**src/rtl/rc4_xor_stream.sv**
```systemverilog
// XORs an incoming data stream with buffered RC4 keystream bytes.
// Counts bytes against a programmed message length and pulses done at the end.
module rc4_xor_stream #(
    parameter int unsigned KS_DEPTH = 4,
    parameter int unsigned LEN_W    = 16
) (
    input  logic                      clk,
    input  logic                      rst,
    input  logic                      start,
    input  logic [LEN_W-1:0]          msg_len,
    input  logic                      ks_valid,
    input  logic [7:0]                ks_byte,
    output logic                      ks_ready,
    input  logic                      din_valid,
    input  logic [7:0]                din,
    output logic                      din_ready,
    output logic                      dout_valid,
    output logic [7:0]                dout,
    input  logic                      dout_ready,
    output logic                      busy,
    output logic                      done,
    output logic [LEN_W-1:0]          byte_count,
    output logic [$clog2(KS_DEPTH):0] ks_level
);

    localparam int unsigned AW = $clog2(KS_DEPTH);
    localparam int unsigned LW = AW + 1;

    typedef enum logic [1:0] {
        S_IDLE,
        S_RUN,
        S_DRAIN,
        S_DONE
    } state_t;

    state_t           state;
    state_t           state_nxt;
    logic [7:0]       mem [KS_DEPTH];
    logic [AW-1:0]    wr_ptr;
    logic [AW-1:0]    rd_ptr;
    logic [LEN_W-1:0] len;
    logic             push;
    logic             xfer;
    logic             out_free;
    logic             start_ok;

    assign ks_ready  = (ks_level != LW'(KS_DEPTH));
    assign out_free  = !dout_valid || dout_ready;
    assign din_ready = (state == S_RUN) && (ks_level != '0) && out_free && (byte_count < len);
    assign push      = ks_valid && ks_ready;
    assign xfer      = din_valid && din_ready;
    assign start_ok  = start && (state == S_IDLE);
    assign busy      = (state == S_RUN) || (state == S_DRAIN);
    assign done      = (state == S_DONE);

    // State register
    always_ff @(posedge clk or posedge rst) begin
        if (rst) begin
            state <= S_IDLE;
        end else begin
            state <= state_nxt;
        end
    end

    // Next-state logic
    always_comb begin
        state_nxt = state;
        case (state)
            S_IDLE: begin
                if (start) begin
                    state_nxt = (msg_len == '0) ? S_DONE : S_RUN;
                end
            end
            S_RUN: begin
                if (xfer && (LEN_W'(byte_count + LEN_W'(1)) == len)) begin
                    state_nxt = S_DRAIN;
                end
            end
            S_DRAIN: begin
                if (dout_valid && dout_ready) begin
                    state_nxt = S_DONE;
                end
            end
            S_DONE:  state_nxt = S_IDLE;
            default: state_nxt = S_IDLE;
        endcase
    end

    // Keystream storage; emptiness is tracked by ks_level, so no reset needed
    always_ff @(posedge clk) begin
        if (push) begin
            mem[wr_ptr] <= ks_byte;
        end
    end

    // FIFO pointers and occupancy
    always_ff @(posedge clk or posedge rst) begin
        if (rst) begin
            wr_ptr   <= '0;
            rd_ptr   <= '0;
            ks_level <= '0;
        end else begin
            if (push) begin
                wr_ptr <= AW'(wr_ptr + AW'(1));
            end
            if (xfer) begin
                rd_ptr <= AW'(rd_ptr + AW'(1));
            end
            case ({push, xfer})
                2'b10:   ks_level <= LW'(ks_level + LW'(1));
                2'b01:   ks_level <= LW'(ks_level - LW'(1));
                default: ks_level <= ks_level;
            endcase
        end
    end

    // Output register, length latch and byte counter
    always_ff @(posedge clk or posedge rst) begin
        if (rst) begin
            dout       <= '0;
            dout_valid <= 1'b0;
            len        <= '0;
            byte_count <= '0;
        end else begin
            if (xfer) begin
                dout       <= din ^ mem[rd_ptr];
                dout_valid <= 1'b1;
            end else if (dout_ready) begin
                dout_valid <= 1'b0;
            end
            if (start_ok) begin
                len        <= msg_len;
                byte_count <= '0;
            end else if (xfer) begin
                byte_count <= LEN_W'(byte_count + LEN_W'(1));
            end
        end
    end

endmodule
```
**config.mk**
```make
export PLATFORM = sky130hd
export DESIGN_NAME = rc4_xor_stream
export DESIGN_NICKNAME = d
export VERILOG_FILES = /design/src/rtl/rc4_xor_stream.sv
export SDC_FILE = /design/constraint.sdc
export NUM_CORES = 1
export LEC_CHECK = 0
export CAP_MARGIN = 15
export CORE_UTILIZATION = 41
export CTS_CLUSTER_DIAMETER = 120
export DETAILED_ROUTE_END_ITERATION = 8
export HOLD_SLACK_MARGIN = 0.02
export PLACE_DENSITY = 0.7
export SYNTH_ARGS = -nofsm -noshare
export SYNTH_HDL_FRONTEND = slang
export SYNTH_SLANG_ARGS = --single-unit
export TNS_END_PERCENT = 100
```
**constraint.sdc**
```tcl
create_clock -name clk -period 5 [get_ports clk]
set_input_delay 1 -clock clk [delete_from_list [all_inputs] [get_ports clk]]
set_output_delay 1 -clock clk [all_outputs]
set_load 0.02 [all_outputs]
```
==> results.md <==
GRT:
- The pin count of the biggest net entering global routing is 51.
- The first global-routing pass estimated 15.6 mm of wire.
- The via count of the first global-routing pass is 3096.
- For this run the aggregate overflow at the end of global routing stands at 0.
- The global-route usage over all layers is 18.3%.
- The initial antenna violation count was 0.

Synthesis:
- The arithmetic-cell share of the synthesized area counting full adders, half adders and majority gates is 8.22%.
- By area, the combinational part of the netlist is dominated by simple AND/OR/NAND/NOR gates.
- In the synthesized netlist, the number of instances is 391.
- The synthesized netlist devotes 6.44% of its cell area to compound gates.
- After synthesis, the share of flip-flops with an asynchronous set or reset is 61.0%.
- The net count after synthesis is 457.
- The number of distinct library cells after synthesis is 46.
- After Yosys synthesis, and, or, nand and nor cells account for 14.1% of the synthesized area.
- A synthesized cell averages 11.1 µm².
- The synthesized design contains 32 enable-type register cells.
- The sequential share of the synthesized area is 50.8%.
- The portion of synthesized area spent on multiplexers is 5.35%.
- The post-synthesis instance area is 4350 µm².
- The prevailing post-synth register cell is dfrtp_1.
- The Yosys step of the flow raised 0 warnings.
- In this run, synthesis produced a sequential element count of 82.
- The share of the synthesized netlist area taken by xor and xnor gates is 11.1%.

CTS:
- The number of hold buffers added after CTS was 0.
- The clock transition at the registers of the reported paths is 0.08 ns.
- The count of cells resized by post-cts repair is 0.
- The number of sinks handled by clock tree synthesis is 82.
- The clock tree root buffer cell is clkbuf_8.
- The latest clock arrival within the worst-skew pair is 0.36 ns.
- TritonCTS built the clock tree.
- Clock tree synthesis inserted a total of 9 buffers.
- The number of H-tree levels is 3.
- The number of buffers inserted by post-CTS setup repair is 0.
- The maximum buffer depth of the clock tree is 2.

Placed design:
- The worst slack after detailed placement is 0.819 ns.
- Once detailed placement completed, the half-perimeter wirelength came to 6.82 mm.
- The global placement routability congestion is 0.841.
- In this run, placement finished with an instance count of 582.
- The count of input and output buffers is 69.

Die:
- The total number of placement rows is 37.
- The top-level port count is 70.
- The area of the die is 11000 µm².
- The width of the chip is 105 µm.
- Once the floorplan was initialized, standard cells occupied 42.2% of the core.
- The die is 105 µm tall.
- The floorplan core area is 10300 µm².

Routing:
- Dividing the detail-routed wire length by the instance count gives 15.6 µm.
- For this run, the detailed router's first-pass iteration total came to 4.
- The total DRC errors in the routed layout is 0.
- The count of nets left with antenna violations once routing finished came out at 0.
- The routed via count is 3060.
- The DRC violation total after the first TritonRoute iteration is 109.
- Dividing the detail-routed via count by the number of cells gives 5.11.
- The routed wire length is 9.32 mm.

Power and ir drop:
- The sequential share of power is 40.9%.
- The power after layout is 2.59 mW.
- In this run the power spent charging and discharging nets is 983 µW.
- For this design the ratio of total power to cell area is 484 nW/µm².
- In this run, the clock network consumes 16.5% of the power.
- The switching share of power is 37.9%.
- VDD sags by at most 0.270 mV.
- The leakage power summed over all cells is 2.10 nW.
- Combinational logic burns 42.6% of the power.
- The internal power consumption is 1.61 mW.

STA:
- The accumulated negative setup slack is 0 ns.
- The headroom to the max-slew limit is 54.3%.
- The final worst slack is 0.913 ns.
- Timing would allow up to 245 MHz.
- For the final database, setup skew stands at 0.0117 ns.
- The smallest clock period supported by the final layout is computed as 4.09 ns.
- The actual slew at the worst max-slew pin is 0.686 ns.
- Setup repair after global routing left no endpoint under its margin.
- Setup violations remaining at the end of the flow were counted as 0.
- The max-slew violation count was 0.
- The hold violation total from the final report is 0.
- The ratio of final minimum period to clock period is 81.7%.

Critical path:
- The setup path with the least slack is of type input pin to output port.
- For the worst setup path, the data required time is 4.00 ns.
- In this run the register-to-register setup slack is 1.45 ns.
- The worst setup path is launched from an input pin.
- The worst setup path is captured at an output port.
- For the worst setup path, the data arrival time is 3.09 ns.
- In this run the worst path has a maximum fanout of 2.

Layout:
- The number of inserted diodes is 0.
- The net count of the finished layout is 524.
- The number of non-filler instances in the completed layout is 599.
- The area growth from synthesis to layout is 23.0%.
- The library cell used most frequently in the layout, excluding fill and tap cells, is clkdlybuf4s50_1.
- In the final layout, the share of cells above drive strength 1 is 6.70%.
- Cells fill 51.8% of the core in the end.
- The top cell types in the final layout, fill and taps aside, are clkdlybuf4s50_1 (69), dfrtp_1 (50), xnor2_1 (43).

Run status:
- The run finished with clean final reports.

Run:
- The max-cap check violation count is 0.

Min path:
- The worst min-delay path class is flip-flop to flip-flop.
## path summary, 6_finish.rpt
check | startpoint | end | cells after the start
max in group asynchronous | rst | ks_level[0] | 3
setup reg to reg | byte_count[13] | ks_level[2] | 12
min in group asynchronous | rst | dout[1] | 2
hold reg to reg | len[0] | len[0] | 1
setup / recovery | dout_ready | din_ready | 6
hold / removal | len[0] | len[0] | 1
## layout make-up
class | count | area [µm²]
fillers | 926 | 4970
flip-flops and latches | 82 | 2210
multi-input cells | 265 | 1970
repair buffers | 72 | 726
well taps | 136 | 170
clock buffers | 10 | 128
inverters | 28 | 105
clock inverters | 6 | 45.0
## Yosys cell counts (6+ instances only)
| master | count | area share [%] |
|---|---|---|
| nor2_1 | 33 | 2.8 |
| inv_1 | 28 | 2.4 |
| mux4_2 | 8 | 4.1 |
| nand3_1 | 6 | 0.69 |
| xnor2_1 | 43 | 8.7 |
| o21ai_0 | 21 | 2.4 |
| edfxtp_1 | 32 | 22 |
| ha_1 | 27 | 7.8 |
| xor2_1 | 12 | 2.4 |
| clkbuf_1 | 10 | 0.86 |
| dfrtp_1 | 50 | 29 |
| a21oi_1 | 15 | 1.7 |
| nor3_1 | 10 | 1.1 |
| nand2_1 | 29 | 2.5 |
| nor4_1 | 11 | 1.6 |
## per-stage QoR
| stage | hold slack, ns | area (µm²) |
|---|---|---|
| after floorplan | 0.485 | 4350 |
| after global placement | 0.504 | 5160 |
| after CTS | 0.526 | 5330 |
| after detailed placement | 0.507 | 5160 |
| final | 0.525 | 5350 |
| after global routing | 0.550 | 5350 |
## cells by family after synthesis
logic type | count (synthesis)
XOR/XNOR | 55
adder cells (fa/ha/maj) | 28
AO/OA/AOI/OAI | 49
AND/OR/NAND/NOR | 120
flip-flops | 82
buffers and inverters | 44
multiplexers | 13
## worst max-delay path, stage by stage
cell and delay, ns:
clkdlybuf4s50_1 0.51, nand2b_1 0.14, nand3b_1 0.09, a2111oi_0 0.50, nor2b_1 0.23, clkdlybuf4s50_1 0.62
## per-layer routing
metal	global-route usage [%]	vias up	wire length [µm]
met4	4.43	0	103
met3	4.93	11	430
met1	23.8	1486	4190
met5	0	-	0
met2	30.4	65	4600
li1	-	1498	-
## state kept, by name (all words and copies together) (netlist names)
name,flops
wr_ptr,2
dout_valid,1
len,16
byte_count,16
state,2
dout,8
rd_ptr,2
mem,32
ks_level,3
## power groups by stage
| stage | clock network [mW] | registers, mW | logic (mW) |
|---|---|---|---|
| global placement | 0 | 1.07 | 1.09 |
| floorplan | 0 | 1.08 | 0.729 |
| detailed placement | 0 | 1.08 | 1.11 |
| finish | 0.428 | 1.06 | 1.10 |
| global route | 0.468 | 1.09 | 1.24 |
| CTS | 0.443 | 1.07 | 1.12 |
Note: power is estimated with default switching activity, not from simulation.
